==> config.mk <==
export PLATFORM = sky130hd
export DESIGN_NAME = dbg_trace_uart_flat
export DESIGN_NICKNAME = d
export VERILOG_FILES = /design/src/rtl/dbg_trace_uart_if.sv /design/src/rtl/dbg_trace_uart.sv /design/src/flat_wrapper.sv
export SDC_FILE = /design/constraint.sdc
export NUM_CORES = 1
export LEC_CHECK = 0
export CAP_MARGIN = 20
export CORE_AREA = 10 10 150 152
export CTS_CLUSTER_SIZE = 10
export DETAILED_ROUTE_END_ITERATION = 7
export DIE_AREA = 0 0 160 162
export DONT_BUFFER_PORTS = 1
export GPL_TIMING_DRIVEN = 1
export PLACE_DENSITY = 0.84
export REMOVE_ABC_BUFFERS = 1
export SLEW_MARGIN = 5
export SYNTH_ARGS = -nofsm -noshare
export SYNTH_HDL_FRONTEND = slang
export SYNTH_SLANG_ARGS = --single-unit
==> constraint.sdc <==
create_clock -name i_clk -period 6.2 [get_ports i_clk]
set_input_delay 0.62 -clock i_clk [delete_from_list [all_inputs] [get_ports i_clk]]
set_output_delay 0.62 -clock i_clk [all_outputs]
set_load 0.05 [all_outputs]
==> src/rtl/dbg_trace_uart_if.sv <==
// Debug-trace port bundle: core debug outputs in, UART pin and status out.
// master = core/board side, slave = the trace serializer.
interface dbg_trace_uart_if #(
  parameter int FIFO_DEPTH = 8
);
  localparam int LW = $clog2(FIFO_DEPTH) + 1;

  logic          i_dbg_instruction_retired;
  logic [15:0]   i_dbg_pc;
  logic [7:0]    i_dbg_A;
  logic [3:0]    i_dbg_F;
  logic          i_dbg_halted;
  logic          o_tx;
  logic          o_busy;
  logic [LW-1:0] o_fifo_level;
  logic [7:0]    o_overflow_cnt;

  modport master (
    output i_dbg_instruction_retired, i_dbg_pc, i_dbg_A, i_dbg_F, i_dbg_halted,
    input  o_tx, o_busy, o_fifo_level, o_overflow_cnt
  );

  modport slave (
    input  i_dbg_instruction_retired, i_dbg_pc, i_dbg_A, i_dbg_F, i_dbg_halted,
    output o_tx, o_busy, o_fifo_level, o_overflow_cnt
  );
endinterface

==> src/rtl/dbg_trace_uart.sv <==
// Debug trace serializer: snapshot FIFO feeding 5-byte 8N1 UART frames.
// Optional halt-marker frames are enabled by defining DBG_TRACE_HALT_MARKER_EN.
module dbg_trace_uart #(
  parameter int CLKS_PER_BIT = 104,
  parameter int FIFO_DEPTH   = 8
) (
  input  logic            i_clk,
  input  logic            i_rst,
  dbg_trace_uart_if.slave bus
);
  localparam int AW = $clog2(FIFO_DEPTH);
  localparam int LW = AW + 1;
  localparam int BW = (CLKS_PER_BIT > 1) ? $clog2(CLKS_PER_BIT) : 1;
  localparam logic [BW-1:0] BAUD_LAST  = BW'(CLKS_PER_BIT - 1);
  localparam logic [LW-1:0] LEVEL_FULL = LW'(FIFO_DEPTH);

  typedef enum logic [1:0] {
    S_IDLE  = 2'd0,
    S_START = 2'd1,
    S_DATA  = 2'd2,
    S_STOP  = 2'd3
  } state_t;

  // Entry layout: {halt_flag, pc[15:0], A[7:0], F[3:0]}
  function automatic logic [39:0] build_frame(input logic [28:0] e);
    build_frame = {(e[28] ? 8'h7F : 8'h7E), e[27:12], e[11:4], 4'h0, e[3:0]};
  endfunction

  logic [28:0]   r_mem [FIFO_DEPTH];
  logic [AW-1:0] r_wr_ptr, r_rd_ptr;
  logic [LW-1:0] r_level;
  logic [7:0]    r_ovf;

  state_t        r_state, w_state_nx;
  logic [BW-1:0] r_baud, w_baud_nx;
  logic [2:0]    r_bit, w_bit_nx;
  logic [2:0]    r_byte, w_byte_nx;
  logic [39:0]   r_frame, w_frame_nx;
  logic          r_tx, w_tx_nx;
  logic          r_busy, w_busy_nx;

  logic          w_halt_rise, w_push_req, w_push, w_drop, w_pop;
  logic          w_full, w_nonempty, w_bit_done;
  logic [28:0]   w_entry, w_head;
  logic [7:0]    w_cur_byte;

`ifdef DBG_TRACE_HALT_MARKER_EN
  logic r_halted_d;

  always_ff @(posedge i_clk or posedge i_rst) begin
    if (i_rst) r_halted_d <= 1'b0;
    else       r_halted_d <= bus.i_dbg_halted;
  end

  assign w_halt_rise = bus.i_dbg_halted & ~r_halted_d;
`else
  logic w_unused_halted;
  assign w_unused_halted = bus.i_dbg_halted;
  assign w_halt_rise     = 1'b0;
`endif

  assign w_push_req = bus.i_dbg_instruction_retired | w_halt_rise;
  assign w_entry    = {w_halt_rise, bus.i_dbg_pc, bus.i_dbg_A, bus.i_dbg_F};
  assign w_full     = (r_level == LEVEL_FULL);
  assign w_nonempty = (r_level != {LW{1'b0}});
  // A full FIFO still accepts a push when the transmitter pops on the same edge.
  assign w_push     = w_push_req & (~w_full | w_pop);
  assign w_drop     = w_push_req & w_full & ~w_pop;
  assign w_head     = r_mem[r_rd_ptr];
  assign w_bit_done = (r_baud == BAUD_LAST);
  assign w_cur_byte = r_frame[39:32];

  always_ff @(posedge i_clk) begin
    if (w_push) r_mem[r_wr_ptr] <= w_entry;
  end

  always_ff @(posedge i_clk or posedge i_rst) begin
    if (i_rst) begin
      r_wr_ptr <= {AW{1'b0}};
      r_rd_ptr <= {AW{1'b0}};
      r_level  <= {LW{1'b0}};
      r_ovf    <= 8'd0;
    end else begin
      if (w_push) r_wr_ptr <= r_wr_ptr + AW'(1);
      if (w_pop)  r_rd_ptr <= r_rd_ptr + AW'(1);
      if (w_push && !w_pop)      r_level <= r_level + LW'(1);
      else if (w_pop && !w_push) r_level <= r_level - LW'(1);
      if (w_drop && (r_ovf != 8'hFF)) r_ovf <= r_ovf + 8'd1;
    end
  end

  always_ff @(posedge i_clk or posedge i_rst) begin
    if (i_rst) begin
      r_state <= S_IDLE;
      r_baud  <= {BW{1'b0}};
      r_bit   <= 3'd0;
      r_byte  <= 3'd0;
      r_frame <= 40'd0;
      r_tx    <= 1'b1;
      r_busy  <= 1'b0;
    end else begin
      r_state <= w_state_nx;
      r_baud  <= w_baud_nx;
      r_bit   <= w_bit_nx;
      r_byte  <= w_byte_nx;
      r_frame <= w_frame_nx;
      r_tx    <= w_tx_nx;
      r_busy  <= w_busy_nx;
    end
  end

  // tx is registered from the next-state decision so the pin changes on the transition edge.
  always_comb begin
    w_state_nx = r_state;
    w_baud_nx  = r_baud + BW'(1);
    w_bit_nx   = r_bit;
    w_byte_nx  = r_byte;
    w_frame_nx = r_frame;
    w_tx_nx    = r_tx;
    w_busy_nx  = r_busy;
    w_pop      = 1'b0;
    case (r_state)
      S_IDLE: begin
        w_baud_nx = {BW{1'b0}};
        if (w_nonempty) begin
          w_pop      = 1'b1;
          w_frame_nx = build_frame(w_head);
          w_byte_nx  = 3'd0;
          w_state_nx = S_START;
          w_tx_nx    = 1'b0;
          w_busy_nx  = 1'b1;
        end else begin
          w_tx_nx    = 1'b1;
          w_busy_nx  = 1'b0;
        end
      end
      S_START: begin
        if (w_bit_done) begin
          w_baud_nx  = {BW{1'b0}};
          w_bit_nx   = 3'd0;
          w_state_nx = S_DATA;
          w_tx_nx    = w_cur_byte[0];
        end else begin
          w_state_nx = S_START;
        end
      end
      S_DATA: begin
        if (w_bit_done) begin
          w_baud_nx = {BW{1'b0}};
          if (r_bit == 3'd7) begin
            w_state_nx = S_STOP;
            w_tx_nx    = 1'b1;
          end else begin
            w_bit_nx   = r_bit + 3'd1;
            w_tx_nx    = w_cur_byte[r_bit + 3'd1];
          end
        end else begin
          w_state_nx = S_DATA;
        end
      end
      S_STOP: begin
        if (w_bit_done) begin
          w_baud_nx = {BW{1'b0}};
          if (r_byte != 3'd4) begin
            w_byte_nx  = r_byte + 3'd1;
            w_frame_nx = {r_frame[31:0], 8'h00};
            w_state_nx = S_START;
            w_tx_nx    = 1'b0;
          end else if (w_nonempty) begin
            w_pop      = 1'b1;
            w_frame_nx = build_frame(w_head);
            w_byte_nx  = 3'd0;
            w_state_nx = S_START;
            w_tx_nx    = 1'b0;
          end else begin
            w_state_nx = S_IDLE;
            w_tx_nx    = 1'b1;
            w_busy_nx  = 1'b0;
          end
        end else begin
          w_state_nx = S_STOP;
        end
      end
      default: begin
        w_state_nx = S_IDLE;
        w_baud_nx  = {BW{1'b0}};
        w_tx_nx    = 1'b1;
        w_busy_nx  = 1'b0;
      end
    endcase
  end

  assign bus.o_tx           = r_tx;
  assign bus.o_busy         = r_busy;
  assign bus.o_fifo_level   = r_level;
  assign bus.o_overflow_cnt = r_ovf;
endmodule

==> src/flat_wrapper.sv <==
// flat-port wrapper written by rule: the top's interface ports become plain ports
module dbg_trace_uart_flat 
#(
  parameter int CLKS_PER_BIT = 104,
  parameter int FIFO_DEPTH   = 8
)
  (i_clk, i_rst, bus_i_dbg_instruction_retired, bus_i_dbg_pc, bus_i_dbg_A, bus_i_dbg_F, bus_i_dbg_halted, bus_o_tx, bus_o_busy, bus_o_fifo_level, bus_o_overflow_cnt);
  dbg_trace_uart_if #(.FIFO_DEPTH(FIFO_DEPTH)) bus_i ();
  input  logic i_clk;
  input  logic i_rst;
  input wire logic [$bits(bus_i.i_dbg_instruction_retired)-1:0] bus_i_dbg_instruction_retired;
  input wire logic [$bits(bus_i.i_dbg_pc)-1:0] bus_i_dbg_pc;
  input wire logic [$bits(bus_i.i_dbg_A)-1:0] bus_i_dbg_A;
  input wire logic [$bits(bus_i.i_dbg_F)-1:0] bus_i_dbg_F;
  input wire logic [$bits(bus_i.i_dbg_halted)-1:0] bus_i_dbg_halted;
  output wire logic [$bits(bus_i.o_tx)-1:0] bus_o_tx;
  output wire logic [$bits(bus_i.o_busy)-1:0] bus_o_busy;
  output wire logic [$bits(bus_i.o_fifo_level)-1:0] bus_o_fifo_level;
  output wire logic [$bits(bus_i.o_overflow_cnt)-1:0] bus_o_overflow_cnt;
  assign bus_i.i_dbg_instruction_retired = bus_i_dbg_instruction_retired;
  assign bus_i.i_dbg_pc = bus_i_dbg_pc;
  assign bus_i.i_dbg_A = bus_i_dbg_A;
  assign bus_i.i_dbg_F = bus_i_dbg_F;
  assign bus_i.i_dbg_halted = bus_i_dbg_halted;
  assign bus_o_tx = bus_i.o_tx;
  assign bus_o_busy = bus_i.o_busy;
  assign bus_o_fifo_level = bus_i.o_fifo_level;
  assign bus_o_overflow_cnt = bus_i.o_overflow_cnt;
  dbg_trace_uart #(.CLKS_PER_BIT(CLKS_PER_BIT), .FIFO_DEPTH(FIFO_DEPTH)) u_core (.i_clk(i_clk), .i_rst(i_rst), .bus(bus_i));
endmodule
==> results.md, run 1 <==
- Sw Share: 0.2465
- Post CTS Setup Buffer Count: 0
- Initial Utilization: 0.6241
- Top FF cell, synth: edfxtp_1
- Clk slew on worst S/H paths: 0.06 ns
- Hold_buf cts: 1
- CP arrival: just over 4 ns
- R2R Path End: u_core.bus.o_fifo_level[3]
- Core Area: 19400 µm²
- Final Hold Vio Count: 0
- CTS root buf: clkbuf_16
- Post-Syn Instances: ~660
- Critical Path Fanout Max: 10
- Area of the die: roughly 26000 µm²
- FF/Latch Area: 8610 µm²
- Initial drt markers: around 630
- Setup TNS: 0 ns
- First-pass GRT wire length: 37380 µm
- Period utilisation layout: 0.5988
- Worst slew pin tran: approximately 0.98 ns
- Worst reg2reg setup slack: around 2.5 ns
- Syn. warnings: 0
- Kind of critical path: reg -> reg
- Crit. Startpoint: u_core.r_state[0]
- Pin count of the biggest net entering global routing: 65
- Latest clock arrival within the worst-skew pair: 0.51 ns
- Post-Syn Area: ~12000 µm²
- Most frequent cells in the layout: 224 x edfxtp_1, 72 x dfrtp_1, 58 x mux4_2, 36 x clkbuf_16, 34 x inv_1
- Antenna violations before repair: 0
- Row Count: around 50
- H-tree levels: 2
- Max_cap viols: 0
- Commonest non-fill, non-tap cell in the layout: edfxtp_1
- Peak supply drop: ~0.00030 V
- Drt drc: 0
- Vert. Die Dim: between 150 and 200 µm
- Synthesized flop and latch total: 299
- Layout cells sized above 1: 0.2043
- Library cells used by synthesis: 58
- R2r worst-path depth: 13
- DR pass1 iterations: 6
- Max layer used: met4
- Number of global-route vias before repair: ~6500
- Clock skew: between 0.02 and 0.025 ns
- Sequential element share of the synthesized area: 0.7107
- Die Wd: between 150 and 200 µm
- Post-CTS Resized: 0
- Crit. End Element: flip-flop
- Antenna violation net count after detailed routing: 0
- Area of the multi-input gates: roughly 3200 µm²
- Outcome: completed
- Via density per instance: between 6 and 7
- CTS tree: built
- Power per Cell Area: 362.5 nW/µm²
- Gr ovfl total: 0
- Gp weighted congestion: 0.7883
- Combinational Power Share: 0.085
- Sw Pwr: around 1.2 mW
- Io pins: 46
- Worst slack, placed: approximately 2.5 ns
- Leak Pwr: between 4 and 5 nW
- Vias: between 6000 and 7000
- Nets: about 730
- CP Launch Type: flip-flop
- DR WL/cell: between 20 and 25 µm
- Buffers on Ports: 0
- Syn_area_per_cell: 18.48 µm²
- Reg power frac: 0.538
- Hold Path End: u_core.r_mem[0][18]
- Asr flop ratio synth: 0.2508
- Clock share of power: 0.378
- RSZ-0062 raised after global routing: no
- Fillcell total: 1198
- DR WL met3: between 1000 and 1500 µm
- CTS max path bufs: 3
- Hold Path Cell Cnt: 0
- Worst Setup Slack, final: 2.488 ns
- Reg-to-reg startpoint: u_core.r_state[0]
- Wire length on met2: around 12000 µm
- Worst endpoint required time: approximately 6.5 ns
- GRT Util Overall: 0.1821
- Drt total wl: between 20000 and 25000 µm
- Hold/Removal Path Class: in -> reg
- Number of synthesized flops with an enable pin: about 220
- Met1 WL: between 9000 and 10000 µm
- Slew margin rel.: 0.3392
- Hold Startpoint: bus_i_dbg_pc[6]
- # setup viols final: 0
- P&R area growth vs syn: 11.39%
- TritonCTS Buffers: 36
- Slew Limit Fails: 0
- Post-DP HPWL: ~13000 µm
- Int Pwr: 3.684 mW
- ANT cells: 0
- Fmax: around 0.27 GHz
- Total clock sinks: about 300
- Fin crit period: around 3.7 ns
==> worst max path at each step <==
stage                                       to  cells past startpoint
global route        u_core.bus.o_fifo_level[3]                     13
global placement    u_core.bus.o_fifo_level[3]                     13
detailed placement  u_core.bus.o_fifo_level[3]                     13
CTS                 u_core.bus.o_fifo_level[3]                     13
finish              u_core.bus.o_fifo_level[3]                     13
floorplan                   u_core.r_mem[1][0]                      6
==> metrics by stage <==
step / power (mW) / area, µm² / util / hold WS, ns / instances
2_1_floorplan: 2.905 / 11940 / - / 0.4303 / 624
3_3_place_gp: 3.030 / 12430 / 0.6409 / 0.4140 / 904
3_5_place_dp: 3.081 / 12430 / 0.6409 / 0.4173 / 904
4_1_cts: 4.916 / 13490 / 0.6952 / 0.1943 / 970
5_1_grt: 5.057 / 13490 / 0.6952 / 0.1887 / 970
6_report: 4.889 / 13490 / 0.6952 / 0.2059 / 970
==> synthesized netlist by cell type (9+ instances only) <==
master	count	area, µm²
edfxtp_1	224	6726
dfrtp_1	74	1852
mux4_2	58	1306
inv_1	35	131.4
mux2i_1	28	280.3
a222oi_1	16	160.2
ha_1	16	200.2
nor2_1	15	56.30
buf_2	14	70.07
nor3_1	11	55.05
xor2_1	11	96.34
mux2_2	9	101.4
o21ai_0	9	45.04
==> metal layers <==
metal | vias to the layer above | GRT usage
li1 | 2685 | -
met1 | 3263 | 0.2326
met2 | 273 | 0.3116
met3 | 53 | 0.03311
met4 | 0 | 0.05843
met5 | - | 0
==> sequential cells by signal (all words and copies together), names as in the netlist <==
signal	flops
u_core.r_wr_ptr	3
u_core.r_state	2
u_core.r_mem	224
u_core.r_rd_ptr	3
u_core.r_bit	3
u_core.bus.o_tx	1
u_core.bus.o_fifo_level	4
u_core.r_byte	3
u_core.r_frame	40
u_core.bus.o_busy	1
u_core.r_baud	7
u_core.bus.o_overflow_cnt	8
==> kinds of logic (layout without fill, tap and decap cells) <==
kind of cell	Yosys count	in the layout	synth area share
compound gates	74	74	0.05064
xor+xnor	18	18	0.01302
fa+ha+maj	17	17	0.01819
buf+inv	66	116	0.02501
flops	299	299	0.7107
mux	95	95	0.1394
simple gates	86	86	0.04299
==> layout make-up <==
| cell class | instances | area share |
|---|---|---|
| inverters | 35 | 0.009835 |
| multi-input cells | 290 | 0.2408 |
| repair buffers | 16 | 0.009093 |
| clock inverters | 3 | 0.002505 |
| well taps | 265 | 0.02459 |
| flip-flops and latches | 299 | 0.6384 |
| clock buffers | 62 | 0.07478 |
==> critical path, stage by stage (launching register included) <==
cell      delay [ns]
dfrtp_1         0.39
inv_1           0.10
ha_1            0.48
nand2b_1        0.15
nand3_1         0.30
o21ai_1         0.72
inv_1           0.11
ha_1            0.22
inv_1           0.13
ha_1            0.25
a21o_1          0.18
a21oi_1         0.18
mux2i_1         0.24
xnor2_1         0.09
==> power groups by stage <==
stage | sequential [mW] | clock (mW) | combinational [mW]
final | 2.63 | 1.85 | 0.413
after global routing | 2.65 | 1.96 | 0.451
after CTS | 2.63 | 1.87 | 0.421
after detailed placement | 2.66 | 0 | 0.418
after global placement | 2.63 | 0 | 0.396
after floorplan | 2.63 | 0 | 0.277
No activity file was read; power rests on OpenSTA's default activity.
==> run 2: changes to the inputs <==
==> constraint.sdc (replaced) <==
create_clock -name i_clk -period 3.6 [get_ports i_clk]
set_input_delay 0.36 -clock i_clk [delete_from_list [all_inputs] [get_ports i_clk]]
set_output_delay 0.36 -clock i_clk [all_outputs]
set_load 0.05 [all_outputs]
==> run 2 against run 1 <==
Effect of this change: clock skew decreased by 0.0026 ns; hold slack got worse by 0.15 ns; flip-flop and latch count unchanged; count of clock-buffer cells in the layout unchanged; combinational power up 110%; sequential share of layout area down 1.9 points; via count increased by 3.4%; critical path depth is the same; global-route usage grew 2.2 points; worst setup slack worse by 2.1 ns; sequential power is 71% higher; first-iteration DRC count rose by 4.2%; critical endpoint unchanged.
==> results.md, run 2 (synthesis gave the netlist of run 1 again) <==
- Slew margin rel.: 0.3271
- Top cell family by delay on the critical path: adder cells
- Drt drc: 0
- Clk slew on worst S/H paths: 0.05 ns
- Vias: 6487
- DR WL/cell: between 20 and 30 µm
- GRT Util Overall: 0.2036
- Commonest non-fill, non-tap cell in the layout: edfxtp_1
- RSZ-0062 raised after global routing: no
- Max_cap viols: 0
- Met1 usage: 0.2515
- Final instance area: ~14000 µm²
- Number of global-route vias before repair: between 6000 and 7000
- Fillcell total: around 1200
- Final Hold Vio Count: 0
- Crit. End Element: flip-flop
- P&R area growth vs syn: 14.89%
- Hold/Removal Path Class: in -> reg
- CTS root buf: clkbuf_16
- Fin crit period: roughly 3.2 ns
- Global routing's busiest layer: met2
- Reg power frac: 0.520
- CTS max path bufs: 3
- Post-Place Cells: just over 900
- Outcome: completed
- Crit-path cells: inv_1 > ha_1 > nand2b_1 > nand3_1 > o21ai_2 > inv_1 > ha_1 > inv_1 > ha_1 > a21o_1 > a21oi_1 > mux2i_1 > xnor2_1
- Kind of critical path: reg -> reg
- Clock share of power: 0.379
- Area of the multi-input gates: about 3300 µm²
- Area of the die: between 20000 and 30000 µm²
- Row Count: slightly above 50
- Gp weighted congestion: between 0.8 and 0.9
- Gr ovfl total: 0
- Worst endpoint required time: between 3 and 4 ns
- Most frequent cells in the layout: 224 x edfxtp_1, 72 x dfrtp_1, 58 x mux4_2, 37 x clkbuf_16, 34 x inv_1
- Pin count of the biggest net entering global routing: slightly above 60
- Core Area: approximately 19000 µm²
- TritonCTS Buffers: 36
- Slew Limit Fails: 0
- Via density per instance: ~6.5
- Max reg flops: 224
- Met2 GRT Util: 0.3484
- First-pass GRT wire length: approximately 41000 µm
- CP Launch Type: flip-flop
- Buffers plus inverters on the worst setup path: 3
- CP max-delay cell: ha_1
- CP arrival: around 3.6 ns
- Worst slew pin tran: roughly 1 ns
- Die Wd: 160 µm
- Antenna violation net count after detailed routing: 0
- Sw Pwr: ~2.2 mW
- Clock skew: between 0.02 and 0.025 ns
- Latest clock arrival within the worst-skew pair: 0.52 ns
- Worst path max stage delay: 0.48 ns
- CTS tree: built
- Met3 capacity usage during global routing: 0.03463
- Initial Utilization: 0.6241
- ANT cells: 0
- # setup viols final: 0
- Sw Share: 0.2529
- FF/Latch Area: between 8000 and 9000 µm²
- Reg with most FFs: u_core.r_mem
- Worst slack, placed: ~0.19 ns
- Antenna violations before repair: 0
- Vert. Die Dim: ~160 µm
- Total clock sinks: between 200 and 300
- DP Area: roughly 13000 µm²
- Drt total wl: about 26000 µm
- Worst Setup Slack, final: roughly 0.4 ns
- H-tree levels: 2
- DR pass1 iterations: 7
- Setup TNS: 0 ns
- Fmax: 0.3123 GHz
- Critical Path Fanout Max: 9
- Buffers on Ports: 0
- Leak Pwr: about 5 nW
- Combinational Power Share: 0.101
- Nets: ~760
- Initial drt markers: 652
- Io pins: 46
- Post-DP HPWL: 13630 µm
- Peak supply drop: 0.0005917 V
- Pwr Total: ~8.6 mW
- Power per Cell Area: roughly 620 nW/µm²
- Int Pwr: 6.449 mW
- Layout cells sized above 1: 0.2068
- Post-Layout Cell Count: approximately 1000
- Period utilisation layout: 0.8893
[run 2: cell count changes in the layout (fill, tap and decap cells not counted), sizes merged]
cell | before | now
inv | 35 | 34
buf | 15 | 22
dlygate4sd3 | 1 | 29
clkinv | 3 | 4
[run 2: worst paths after layout]
| path | start | endpoint | slack [ns] | depth (start not counted) |
|---|---|---|---|---|
| min in group asynchronous | i_rst | u_core.r_wr_ptr[0] | 0.24 | 2 |
| max in group asynchronous | i_rst | u_core.r_frame[34] | 2.56 | 4 |
| worst max-delay path | u_core.r_state[0] | u_core.bus.o_fifo_level[3] | 0.40 | 13 |
| worst min-delay path | bus_i_dbg_instruction_retired | u_core.r_wr_ptr[2] | 0.05 | 2 |
| worst max register to register | u_core.r_state[0] | u_core.bus.o_fifo_level[3] | 0.40 | 13 |
| worst min register to register | u_core.r_baud[0] | u_core.r_baud[0] | 0.48 | 1 |
[run 2: cell type report]
cell class | instances | share of cell area
repair buffers | 51 | 0.03598
clock buffers | 62 | 0.07403
clock inverters | 3 | 0.003958
multi-input cells | 290 | 0.2337
well taps | 265 | 0.02384
flip-flops and latches | 299 | 0.6190
inverters | 35 | 0.009535
[run 2: timing repair]
action / CTS / global route
endpoints found under the setup margin: 0 / 1
hold endpoints to repair: 228 / 0
hold buffers: 29 / 0
buffers inserted: 0 / 0
gates resized for setup: 0 / 1
[run 2: metal layers]
metal / vias to the layer above / routed length (µm)
li1: 2760 / -
met4: 0 / 831
met3: 59 / 1732
met1: 3342 / 9788
met2: 326 / 13680
met5: - / 0
[run 2: worst register-to-register path: cells and delay by family (launching register included)]
family	cells	cell delay, ns
adders and majority gates	3	0.93
AOI/OAI and AO/OA	3	0.79
DFF	1	0.39
buffers and inverters	3	0.33
and+or+nand+nor	2	0.29
muxes	1	0.24
xor gates and xnor gates	1	0.09
[run 2: power by group through the flow]
stage | logic (mW) | registers [mW] | clock network [mW]
6_report | 0.869 | 4.49 | 3.27
2_1_floorplan | 0.476 | 4.53 | 0
3_3_place_gp | 0.780 | 4.49 | 0
5_1_grt | 0.946 | 4.52 | 3.46
4_1_cts | 0.881 | 4.49 | 3.33
3_5_place_dp | 0.817 | 4.54 | 0
[run 2: metrics by stage]
step                      hold slack (ns)  utilization
after floorplan                    0.4303            -
after global placement             0.4438       0.6445
after detailed placement           0.4536       0.6445
after CTS                         0.04684       0.7154
after global routing              0.05501       0.7170
final                             0.05254       0.7170
